**src/rtl/bht_sat2_predictor_pkg.sv**
```systemverilog
// ---------------------------------------------------------------------------
// bht_sat2_predictor_pkg
// Shared types and helpers for the 2-bit saturating branch history table.
//   bht_cnt_e    : named counter states (strong/weak not-taken/taken)
//   bht_entry_t  : one table entry, a valid bit plus the 2-bit counter
//   BHT_CNT_RST  : counter value loaded on reset and on flush (weakly not-taken)
//   sat2_next()  : saturating counter step for a resolved branch direction
// ---------------------------------------------------------------------------
package bht_sat2_predictor_pkg;

  typedef enum logic [1:0] {
    CNT_STRONG_NT = 2'b00,
    CNT_WEAK_NT   = 2'b01,
    CNT_WEAK_T    = 2'b10,
    CNT_STRONG_T  = 2'b11
  } bht_cnt_e;

  typedef struct packed {
    logic       valid;
    logic [1:0] cnt;
  } bht_entry_t;

  localparam logic [1:0] BHT_CNT_RST = 2'b01;

  // Moves one step toward the resolved direction and holds at either end,
  // so a long run of one direction never wraps into the opposite prediction.
  function automatic logic [1:0] sat2_next(input logic [1:0] cnt, input logic taken);
    logic [1:0] res;
    res = cnt;
    if (taken) begin
      if (cnt != CNT_STRONG_T) res = cnt + 2'b01;
    end else begin
      if (cnt != CNT_STRONG_NT) res = cnt - 2'b01;
    end
    return res;
  endfunction

endpackage

```
**src/rtl/bht_sat2_predictor.sv**
```systemverilog
// ---------------------------------------------------------------------------
// bht_sat2_predictor
// Branch history table of 2-bit saturating counters held in flops.
// Lookup is combinational from the fetch PC; training arrives from the
// branch unit and is written at the next rising edge.
// Ports:
//   clk_i, rst_ni   : clock, asynchronous active-low reset
//   flush_i         : invalidate every entry at the next edge (beats updates)
//   debug_mode_i    : while high, updates are ignored
//   vpc_i           : fetch PC to predict
//   pred_valid_o    : addressed entry has been trained
//   pred_taken_o    : prediction is taken (valid and counter MSB)
//   upd_valid_i     : one-cycle pulse carrying a resolved conditional branch
//   upd_pc_i        : PC of the resolved branch
//   upd_taken_i     : resolved direction
// ---------------------------------------------------------------------------
module bht_sat2_predictor
  import bht_sat2_predictor_pkg::*;
#(
  parameter int unsigned NR_ENTRIES = 128,
  parameter int unsigned VLEN       = 32,
  parameter int unsigned INDEX_LSB  = 2
) (
  input  logic            clk_i,
  input  logic            rst_ni,
  input  logic            flush_i,
  input  logic            debug_mode_i,
  input  logic [VLEN-1:0] vpc_i,
  output logic            pred_valid_o,
  output logic            pred_taken_o,
  input  logic            upd_valid_i,
  input  logic [VLEN-1:0] upd_pc_i,
  input  logic            upd_taken_i
);

  localparam int unsigned IDX_W = $clog2(NR_ENTRIES);

  bht_entry_t bht_q [NR_ENTRIES];
  bht_entry_t bht_d [NR_ENTRIES];

  logic [IDX_W-1:0] lkp_idx;
  logic [IDX_W-1:0] upd_idx;

  // Upper PC bits and the sub-word offset are deliberately dropped from the
  // index; aliasing between distant branches is accepted.
  assign lkp_idx = vpc_i[INDEX_LSB+IDX_W-1:INDEX_LSB];
  assign upd_idx = upd_pc_i[INDEX_LSB+IDX_W-1:INDEX_LSB];

  logic unused_pc_bits;
  assign unused_pc_bits = ^{vpc_i[VLEN-1:INDEX_LSB+IDX_W], vpc_i[INDEX_LSB-1:0],
                            upd_pc_i[VLEN-1:INDEX_LSB+IDX_W], upd_pc_i[INDEX_LSB-1:0]};

  // Lookup reads the registered table only, so an update to the same index in
  // this cycle is not visible until the next one.
  assign pred_valid_o = bht_q[lkp_idx].valid;
  assign pred_taken_o = bht_q[lkp_idx].valid & bht_q[lkp_idx].cnt[1];

  // Next-state of the table: flush wins over training; a first update to an
  // untrained entry seeds it at the weak state of the resolved direction
  // rather than stepping from the reset value.
  always_comb begin
    bht_d = bht_q;
    if (flush_i) begin
      for (int i = 0; i < NR_ENTRIES; i++) begin
        bht_d[i].valid = 1'b0;
        bht_d[i].cnt   = BHT_CNT_RST;
      end
    end else if (upd_valid_i && !debug_mode_i) begin
      if (!bht_q[upd_idx].valid) begin
        bht_d[upd_idx].valid = 1'b1;
        bht_d[upd_idx].cnt   = upd_taken_i ? CNT_WEAK_T : CNT_WEAK_NT;
      end else begin
        bht_d[upd_idx].cnt = sat2_next(bht_q[upd_idx].cnt, upd_taken_i);
      end
    end
  end

  // Table storage; reset clears every entry immediately, dropping any update
  // that was in flight.
  always_ff @(posedge clk_i or negedge rst_ni) begin
    if (!rst_ni) begin
      for (int i = 0; i < NR_ENTRIES; i++) begin
        bht_q[i].valid <= 1'b0;
        bht_q[i].cnt   <= BHT_CNT_RST;
      end
    end else begin
      for (int i = 0; i < NR_ENTRIES; i++) begin
        bht_q[i] <= bht_d[i];
      end
    end
  end

endmodule

```
**config.mk**
```make
export PLATFORM = sky130hd
export DESIGN_NAME = bht_sat2_predictor
export DESIGN_NICKNAME = d
export VERILOG_FILES = /design/src/rtl/bht_sat2_predictor_pkg.sv /design/src/rtl/bht_sat2_predictor.sv
export SDC_FILE = /design/constraint.sdc
export NUM_CORES = 1
export LEC_CHECK = 0
export BUFFER_PORTS_ARGS = -buffer_cell sky130_fd_sc_hd__buf_2
export CORE_UTILIZATION = 36
export DETAILED_ROUTE_END_ITERATION = 8
export PLACE_DENSITY_LB_ADDON = 0.05
export SLEW_MARGIN = 20
export SYNTH_ARGS = -nofsm -noshare
export SYNTH_HDL_FRONTEND = slang
export SYNTH_SLANG_ARGS = --single-unit
```
**constraint.sdc**
```tcl
create_clock -name clk_i -period 12 [get_ports clk_i]
set_clock_uncertainty 0.15 [all_clocks]
set_input_delay 1.8 -clock clk_i [delete_from_list [all_inputs] [get_ports clk_i]]
set_output_delay 1.8 -clock clk_i [all_outputs]
set_load 0.03 [all_outputs]
```
==> impl_metrics.tcl, run 1 <==
set metrics [dict create \
    post-route-min-period_ns 7.456 \
    synth_top_flop_cell "dfrtp_1" \
    drt_iter0_drc 1609 \
    drv_cap 0 \
    fin_ws_ns 4.544 \
    hold_path.class "flip-flop to flip-flop" \
    post_cts_buffers 0 \
    crit_family "buffers and inverters" \
    grt_setup_unrepaired "no" \
    grt_first_pass_wirelength_mm 120.1 \
    peakVddDrop_v 0.0001005 \
    synth_area_sq_um 20930 \
    fin_nets 2118 \
    start_util_pct 36.35 \
    min_period_over_period_pct 62.13 \
    p_per_area_nw_per_um2 130.3 \
    place_ws_ns 4.061 \
    cp_max_fo 81 \
    wl_mm 79.82 \
    status "complete, no violations" \
    crit_top_cell "buf_4" \
    ioPinCount 72 \
    avgSynthCellArea_sq_um 9.901 \
    clock_sinks 384 \
    crit_slowest_cell "a2111oi_0" \
    finalHoldViolCount 0 \
    globalplace.congestion 0.8202 \
    yosys.cell_types.count 62 \
    vias_per_cell 6.159 \
    syn_nets 2184 \
    die_h_um 243.1 \
    drive_gt1_share_pct 21.55 \
    core_area_sq_um 57590 \
    rows 88 \
    crit_chain "buf_6 > buf_4 > and2_0 > a22o_1 > a221oi_1 > a2111oi_0 > or4_4 > nor3_4 > buf_4 > nand2b_1 > nand2_4 > buf_4 > a311oi_1" \
    hpwl_mm 46.36 \
    finalSetupViolCount 0 \
    cts_resized 0 \
    port_buffers 21 \
    grt_usage_pct 27.16 \
    antenna_found_initial 2 \
    final_util_pct 40.27 \
    largest_reg_flops 384 \
    synth.most_common_cell "nor2_1" \
    ys_ff_latch 384 \
    ys_top_cells_by_area "dfrtp_1, dfstp_2, mux4_2" \
    drv_slew 0 \
    wire_per_inst_um 28.00 \
    largest-register "bht_q" \
    yosysTopAreaCell "dfrtp_1" \
    grt_start_max_net_pins 148 \
    max-slew-margin-rel_pct 17.12 \
    synth_top_cell_area_share_pct 30.61 \
    criticalPathCategory "input port to flip-flop" \
    clkLatencyLatePin_ns 0.59 \
    critPathCaptureType "flip-flop" \
    async_flop_share_pct 100.0 \
    drc 0 \
    worstPathRequired_ns 12.26 \
    multiInputGateArea_sq_um 10340 \
    fillers 5607 \
    fmaxAchievable_mhz 134.1 \
    die_area_sq_um 59110 \
    area.growth.synth_to_final_pct 10.79 \
    path_buf_inv 4 \
    area.sequential_sq_um 9769 \
    reg_top3 "bht_q x384" \
    arrival_ns 7.71 \
    cts_buffers 47 \
    synthCells 2114 \
    firstDrtPassIters 5 \
    ctsRootBufferMaster "clkbuf_16" \
    yosys_warnings 0 \
    die_w_um 243.1 \
    cts_hold_buffers 0 \
    h-tree-depth 2 \
    yosys-top-cells-count "nor2_1, a21oi_1, dfrtp_1" \
    first_global_vias 17560 \
    path_clk_slew_ns 0.06 \
    antenna_left 0 \
    cts_tree "done" \
    start_kind "input port" \
    slowest_delay_ns 1.07 \
    synth-edff-count 0 \
    power.leakage_nw 8.669 \
    clockBufferDepth 3 \
    seq_area_frac_synth_pct 46.67 \
    gr-total-overflow 0 \
    via_count 17560 \
    tightest_slew_ns 1.212 \
    tns_ns 0 \
]
## where the power goes
group          internal, mW  switching (mW)
Combinational        0.0588           0.245
Clock                 0.833           0.582
Sequential             1.30         0.00202
Total                  2.19           0.830
## worst min-delay path, cell delays in order (launching register included)
cell     delay, ns
dfrtp_1       0.35
a21oi_1       0.05
nor2_1        0.07
## worst paths after layout
path                        startpoint    endpoint  slack (ns)  cells after the start
hold / removal              bht_q[365]  bht_q[365]        0.36                      2
setup / recovery           upd_pc_i[4]   bht_q[13]        4.54                     13
setup reg to reg            bht_q[155]   bht_q[13]        6.80                     12
max in group asynchronous       rst_ni  bht_q[361]        8.27                      3
min in group asynchronous       rst_ni    bht_q[8]        1.14                      1
hold reg to reg             bht_q[365]  bht_q[365]        0.36                      2
## per-stage QoR
step	instance area [sq um]	hold slack, ns	cells	total power, mW
final	23190	0.3603	2851	3.022
after global routing	23180	0.3924	2849	3.119
after CTS	23160	0.3682	2848	3.055
after detailed placement	21650	0.3534	2763	1.627
after global placement	21640	0.3414	2762	1.626
after floorplan	20930	0.3214	2114	1.496
## logic make-up (layout without fill, tap and decap cells)
family                 Yosys count  in the layout  share of synthesized area, %
DFF                            384            384                         46.67
muxes                          181            181                         16.38
AOI/OAI and AO/OA              759            759                         21.34
buffers and inverters          198            168                         4.208
and+or+nand+nor                592            592                         11.39
other                            0              2                             0
## placed cells by master, fill, tap and decap left out, types with 5 or more instances in the layout
cell type,instances
nand2_1,183
clkinv_2,5
a311oi_1,34
o22ai_1,7
o21ai_1,8
a31oi_1,104
clkbuf_1,17
nand3_1,12
dfstp_2,128
nor3_1,10
nand2b_1,9
o221ai_1,9
mux4_2,126
clkbuf_8,14
a22oi_1,16
o21ai_0,228
nor2b_1,12
nor2_1,337
dfrtp_1,256
a21oi_1,268
a221oi_1,36
mux2i_1,22
buf_4,56
a221o_1,7
mux2_2,33
clkbuf_16,49
a22o_1,7
buf_2,15
## area by class of cell
| type | count | area share [%] |
|---|---|---|
| antenna | 2 | 0.02158 |
| clock buffer | 80 | 6.394 |
| clock inverter | 5 | 0.1079 |
| inverter | 6 | 0.09712 |
| multi-input combinational | 1532 | 44.59 |
| sequential | 384 | 42.13 |
| tap | 765 | 4.128 |
| timing repair buffer | 77 | 2.536 |
## routing by layer
layer | part of all wire (%) | routed length (um) | GRT usage, % | vias up
met5 | 0.016 | 13 | 0 | -
met4 | 2.7 | 2171 | 8.472 | 2
met3 | 6.2 | 4925 | 4.323 | 123
met2 | 47 | 37750 | 43.55 | 629
met1 | 44 | 34960 | 37.64 | 9055
li1 | - | - | - | 7749
No activity file was read; power rests on OpenSTA's default activity.
==> inputs of run 2 (changes only) <==
--- a/config.mk
+++ b/config.mk
@@ -5,6 +5,7 @@
 export SDC_FILE = /design/constraint.sdc
 export NUM_CORES = 1
 export LEC_CHECK = 0
+export ABC_AREA = 1
 export BUFFER_PORTS_ARGS = -buffer_cell sky130_fd_sc_hd__buf_2
 export CORE_UTILIZATION = 36
 export DETAILED_ROUTE_END_ITERATION = 8
==> constraint.sdc (replaced) <==
create_clock -name clk_i -period 7.25 [get_ports clk_i]
set_clock_uncertainty 0.15 [all_clocks]
set_input_delay 1.0875 -clock clk_i [delete_from_list [all_inputs] [get_ports clk_i]]
set_output_delay 1.0875 -clock clk_i [all_outputs]
set_load 0.03 [all_outputs]
==> run 2 against run 1 <==
Against the previous run:
- die area is 19% higher
- global-route usage is 2.2 points higher
- critical path depth is 2 lower
- clock power is 84% higher
- final cell count is 69% higher
- non-clock buffer count is 15 higher
- synthesized cell count is 87% higher
- core utilization is 0.33 points lower
- largest cell class unchanged
- flip-flop and latch count stayed put
- area after synthesis is 19% higher
- sequential share of layout area is 6.5 points lower
- via count is 40% higher
==> impl_metrics.tcl, run 2 <==
set metrics [dict create \
    syn_nets 4023 \
    cts_resized 0 \
    grt_first_pass_wirelength_mm 154.8 \
    tns_ns 0 \
    start_util_pct 36.32 \
    ioPinCount 72 \
    min_period_over_period_pct 73.26 \
    grt_start_max_net_pins 159 \
    clkLatencyLatePin_ns 0.61 \
    grt_usage_pct 29.34 \
    area.growth.synth_to_final_pct 9.955 \
    synth-edff-count 0 \
    rr_startpoint "bht_q[14]" \
    largest_reg_flops 384 \
    grt_setup_unrepaired "no" \
    drv_cap 0 \
    seq_area_frac_synth_pct 39.22 \
    fmaxAchievable_mhz 188.3 \
    cts_tree "done" \
    wl_met3_mm 6.291 \
    first_global_vias 23450 \
    synth_top_cell_area_share_pct 25.72 \
    antenna_found_initial 1 \
    drt_iter0_drc 2063 \
    rows 96 \
    synth_area_sq_um 24910 \
    synth_top_flop_cell "dfrtp_1" \
    finalHoldViolCount 0 \
    drv_slew 0 \
    cts_hold_buffers 0 \
    start_kind "input port" \
    layout_commonest_cell "nand2_1" \
    globalplace.congestion 0.8544 \
    drt-met1-wl_mm 47.49 \
    arrival_ns 4.07 \
    core_area_sq_um 68590 \
    die_h_um 265.1 \
    via_count 24570 \
    antenna_left 0 \
    die_w_um 265.1 \
    p_per_area_nw_per_um2 201.1 \
    async_flop_share_pct 100.0 \
    tightest_slew_ns 1.140 \
    clock_sinks 384 \
    synthCells 3953 \
    place_ws_ns 1.775 \
    post-route-min-period_ns 5.312 \
    criticalPathCategory "input port to primary output" \
    finalSetupViolCount 0 \
    dr_wl_met2_mm 45.94 \
    max-slew-margin-rel_pct 23.80 \
    firstDrtPassIters 6 \
    gr-total-overflow 0 \
    h-tree-depth 2 \
    clockBufferDepth 3 \
    yosys_warnings 0 \
    synth.most_common_cell "nand2_1" \
    reg_top3 "bht_q x384" \
    power.leakage_nw 14.74 \
    final_cell_mix "nand2_1, inv_1, o21ai_0" \
    top_layer_used "met4" \
    hpwl_mm 61.00 \
    drc 0 \
    ys_ff_latch 384 \
    drive_gt1_share_pct 8.325 \
    vias_per_cell 5.093 \
    yosysTopAreaCell "dfrtp_1" \
    fin_ws_ns 1.938 \
    post_cts_buffers 0 \
    hold_path.class "input port to asynchronous set/reset pin" \
    cp_max_fo 29 \
    fillers 7541 \
    ctsRootBufferMaster "clkbuf_16" \
    crit_start "vpc_i[3]" \
    status "complete, no violations" \
    ys_top_cells_by_area "dfrtp_1, nand2_1, dfstp_2" \
    fin_nets 3921 \
    cts_buffers 50 \
    die_area_sq_um 70250 \
    worstPathRequired_ns 6.01 \
    peakVddDrop_v 0.0001826 \
    wl_mm 102.4 \
    wire_per_inst_um 21.23 \
    yosys-top-cells-count "nand2_1, inv_1, o21ai_0" \
    path_clk_slew_ns 0.06 \
    yosys.cell_types.count 28 \
    critPathCaptureType "primary output" \
    port_buffers 21 \
    avgSynthCellArea_sq_um 6.302 \
    largest-register "bht_q" \
]
run 2: cell count changes in the layout (fill, tap and decap cells not counted), moves of 34 or more:
| cell | before | now |
|---|---|---|
| inv_1 | 1 | 571 |
| mux4_2 | 126 | 0 |
| a21oi_1 | 268 | 201 |
| nor2_1 | 337 | 168 |
| nor3_1 | 10 | 67 |
| nand2_1 | 183 | 1594 |
| o21ai_0 | 228 | 314 |
| a31oi_1 | 104 | 1 |
| nand3_1 | 12 | 269 |
| o211ai_1 | 3 | 39 |
| a311oi_1 | 34 | 0 |
run 2: cell families after synthesis:
logic type / Yosys count / synth area share [%]
AND/OR/NAND/NOR: 2122 / 33.88
buffers and inverters: 835 / 13.71
AO/OA/AOI/OAI: 612 / 13.19
flip-flops: 384 / 39.22
run 2: layout make-up:
type	count	area (sq um)	share of cell area, %
antenna	1	2.502	0.009136
multi-input combinational	2734	11780	43.01
tap	931	1165	4.253
inverter	589	2218	8.099
clock inverter	13	165.2	0.6030
timing repair buffer	92	773.2	2.823
clock buffer	80	1518	5.541
sequential	384	9769	35.67
run 2: worst paths after layout:
kind                           endpoint  slack [ns]  cells past startpoint
setup / recovery           pred_taken_o        1.94                     11
min in group clk_i           bht_q[184]        0.33                      2
hold / removal               bht_q[253]        0.32                      1
setup reg to reg             bht_q[307]        3.67                     15
hold reg to reg              bht_q[184]        0.33                      2
max in group asynchronous    bht_q[232]        5.33                      2
run 2: report_power, final:
| group | internal (mW) | leakage (nW) | switching, mW |
|---|---|---|---|
| sequential | 2.19 | 4.87 | 0.0209 |
| clock | 1.57 | 0.831 | 1.04 |
| combinational | 0.143 | 9.03 | 0.543 |
run 2: per-stage QoR:
stage               cell area (sq um)  utilization [%]  std cells  power [mW]  hold WS, ns
floorplan                       24910                -       3953       2.633       0.2988
global placement                25710            37.48       4730       2.931       0.3155
detailed placement              25710            37.48       4730       2.930       0.3181
CTS                             27390            39.93       4823       5.569       0.3328
global route                    27390            39.94       4824       5.712       0.3525
finish                          27390            39.94       4824       5.508       0.3178
run 2: worst max-delay path, stage by stage:
cell and delay [ns]:
buf_2 0.66, buf_4 0.51, o21ai_0 0.14, o21ai_0 0.19, o21ai_0 0.15, o211ai_1 0.37
nand3_1 0.14, nand2_1 0.09, nand2_1 0.07, a21oi_1 0.36, buf_2 0.28
run 2: layer usage:
metal	up-vias	global-route usage, %
met5	-	0
met4	0	7.952
met3	151	3.601
met2	780	47.16
met1	11630	41.47
li1	12010	-
==> inputs of run 3 (changes only) <==
==> constraint.sdc (replaced) <==
create_clock -name clk_i -period 5 [get_ports clk_i]
set_clock_uncertainty 0.15 [all_clocks]
set_input_delay 0.75 -clock clk_i [delete_from_list [all_inputs] [get_ports clk_i]]
set_output_delay 0.75 -clock clk_i [all_outputs]
set_load 0.03 [all_outputs]
==> run 3 against run 2 <==
Against the previous run:
- worst setup slack got worse by 1.3 ns
- sequential share of layout area fell by 0.58 points
- clock power increased by 44%
- non-clock buffer count rose by 25
- design area grew 1.7%
- via count rose by 0.62%
- highest routed layer is now met5
==> impl_metrics.tcl, run 3 (synthesis gave the netlist of run 2 again) <==
set metrics [dict create \
    status "complete, no violations" \
    grt_first_pass_wirelength_mm 153.2 \
    slowest_delay_ns 0.47 \
    ctsRootBufferMaster "clkbuf_16" \
    h-tree-depth 2 \
    final_cell_mix "nand2_1, inv_1, o21ai_0" \
    tightest_slew_ns 1.197 \
    die_w_um 265.1 \
    cts_hold_buffers 0 \
    drt_iter0_drc 1923 \
    largest_reg_flops 384 \
    crit_top_cell "o21ai_0" \
    worstPathRequired_ns 4.10 \
    antenna_found_initial 4 \
    port_buffers 21 \
    clockBufferDepth 3 \
    clkLatencyLatePin_ns 0.61 \
    reg_top3 "bht_q x384" \
    max-slew-margin-rel_pct 20.11 \
    crit_slowest_cell "o211ai_1" \
    crit_start "vpc_i[2]" \
    fillers 7576 \
    gr-total-overflow 0 \
    hold_path.class "input port to asynchronous set/reset pin" \
    power.leakage_nw 14.97 \
    start_kind "input port" \
    antenna_left 0 \
    critPathCaptureType "primary output" \
    holdWs_ns 0.03286 \
    tns_ns 0 \
    total_power_mw 7.989 \
    core_area_sq_um 68590 \
    wl_mm 101.5 \
    finalSetupViolCount 0 \
    cts_resized 0 \
    grt_usage_pct 29.13 \
    grt_setup_unrepaired "no" \
    criticalPathCategory "input port to primary output" \
    globalplace.congestion 0.8372 \
    crit_chain "buf_4 > buf_12 > o21ai_0 > o21ai_0 > o21ai_0 > o211ai_1 > nand3_1 > nand2_1 > nand2_1 > a21oi_1 > buf_2" \
    firstDrtPassIters 8 \
    cts_buffers 50 \
    die_area_sq_um 70250 \
    wire_per_inst_um 20.94 \
    finalHoldViolCount 0 \
    vias_per_cell 5.097 \
    area.growth.synth_to_final_pct 11.78 \
    drv_cap 0 \
    hpwl_mm 62.23 \
    place_ws_ns 0.6541 \
    rows 96 \
    start_util_pct 36.32 \
    peakVddDrop_v 0.0002227 \
    layout_commonest_cell "nand2_1" \
    ioPinCount 72 \
    arrival_ns 3.47 \
    fin_ws_ns 0.6347 \
    fin_nets 3946 \
    clock_sinks 384 \
    fmaxAchievable_mhz 229.1 \
    path_clk_slew_ns 0.05 \
    min_period_over_period_pct 87.31 \
    rr_startpoint "bht_q[62]" \
    cp_max_fo 66 \
    grt_start_max_net_pins 99 \
    p_per_area_nw_per_um2 286.9 \
    die_h_um 265.1 \
    drive_gt1_share_pct 9.035 \
    cts_tree "done" \
    drc 0 \
    post_cts_buffers 0 \
    drv_slew 0 \
    via_count 24720 \
    first_global_vias 23850 \
    crit_family "compound AO/OA/AOI/OAI gates" \
    post-route-min-period_ns 4.365 \
    largest-register "bht_q" \
    path_buf_inv 3 \
]
## run 3: final timing paths
path	cells after the start	slack, ns	end
worst max register to register	15	1.80	bht_q[285]
worst min register to register	2	0.32	bht_q[232]
max in group asynchronous	2	3.61	bht_q[195]
worst min-delay path	1	0.03	bht_q[352]
worst max-delay path	11	0.63	pred_taken_o
min in group clk_i	2	0.32	bht_q[232]
## run 3: report_power, final
| part | switching, mW | total [mW] | internal [mW] |
|---|---|---|---|
| combinational | 0.785 | 1.02 | 0.239 |
| clock | 1.51 | 3.76 | 2.25 |
| sequential | 0.0304 | 3.21 | 3.18 |
## run 3: cell type report
type,instances,area [sq um],area share [%]
sequential,384,9769,35.08
clock inverter,9,72.57,0.2606
tap,931,1165,4.183
timing repair buffer,117,1211,4.350
antenna,1,2.502,0.008987
multi-input combinational,2734,11780,42.30
inverter,589,2218,7.967
clock buffer,85,1627,5.841
## run 3: worst register-to-register path: cells and delay by family, from the launching register on
| family | cells | cell delay (ns) |
|---|---|---|
| AO/OA/AOI/OAI | 3 | 0.57 |
| flip-flops | 1 | 0.40 |
| AND/OR/NAND/NOR | 10 | 1.65 |
| buffers and inverters | 2 | 0.36 |
## run 3: stage by stage
stage	util, %	std cells	instance area, sq um
floorplan	-	3953	24910
global placement	38.12	4755	26140
detailed placement	38.12	4755	26140
CTS	40.60	4849	27840
global route	40.60	4850	27850
finish	40.60	4850	27850
## run 3: routing by layer
layer / track usage, % / vias up / part of all wire (%) / wire, um
li1: - / 12070 / - / -
met1: 40.21 / 11730 / 45 / 46100
met2: 46.58 / 728 / 45 / 45500
met3: 4.018 / 187 / 6.2 / 6330
met4: 10.20 / 2 / 3.5 / 3601
met5: 0 / - / 0.0089 / 9
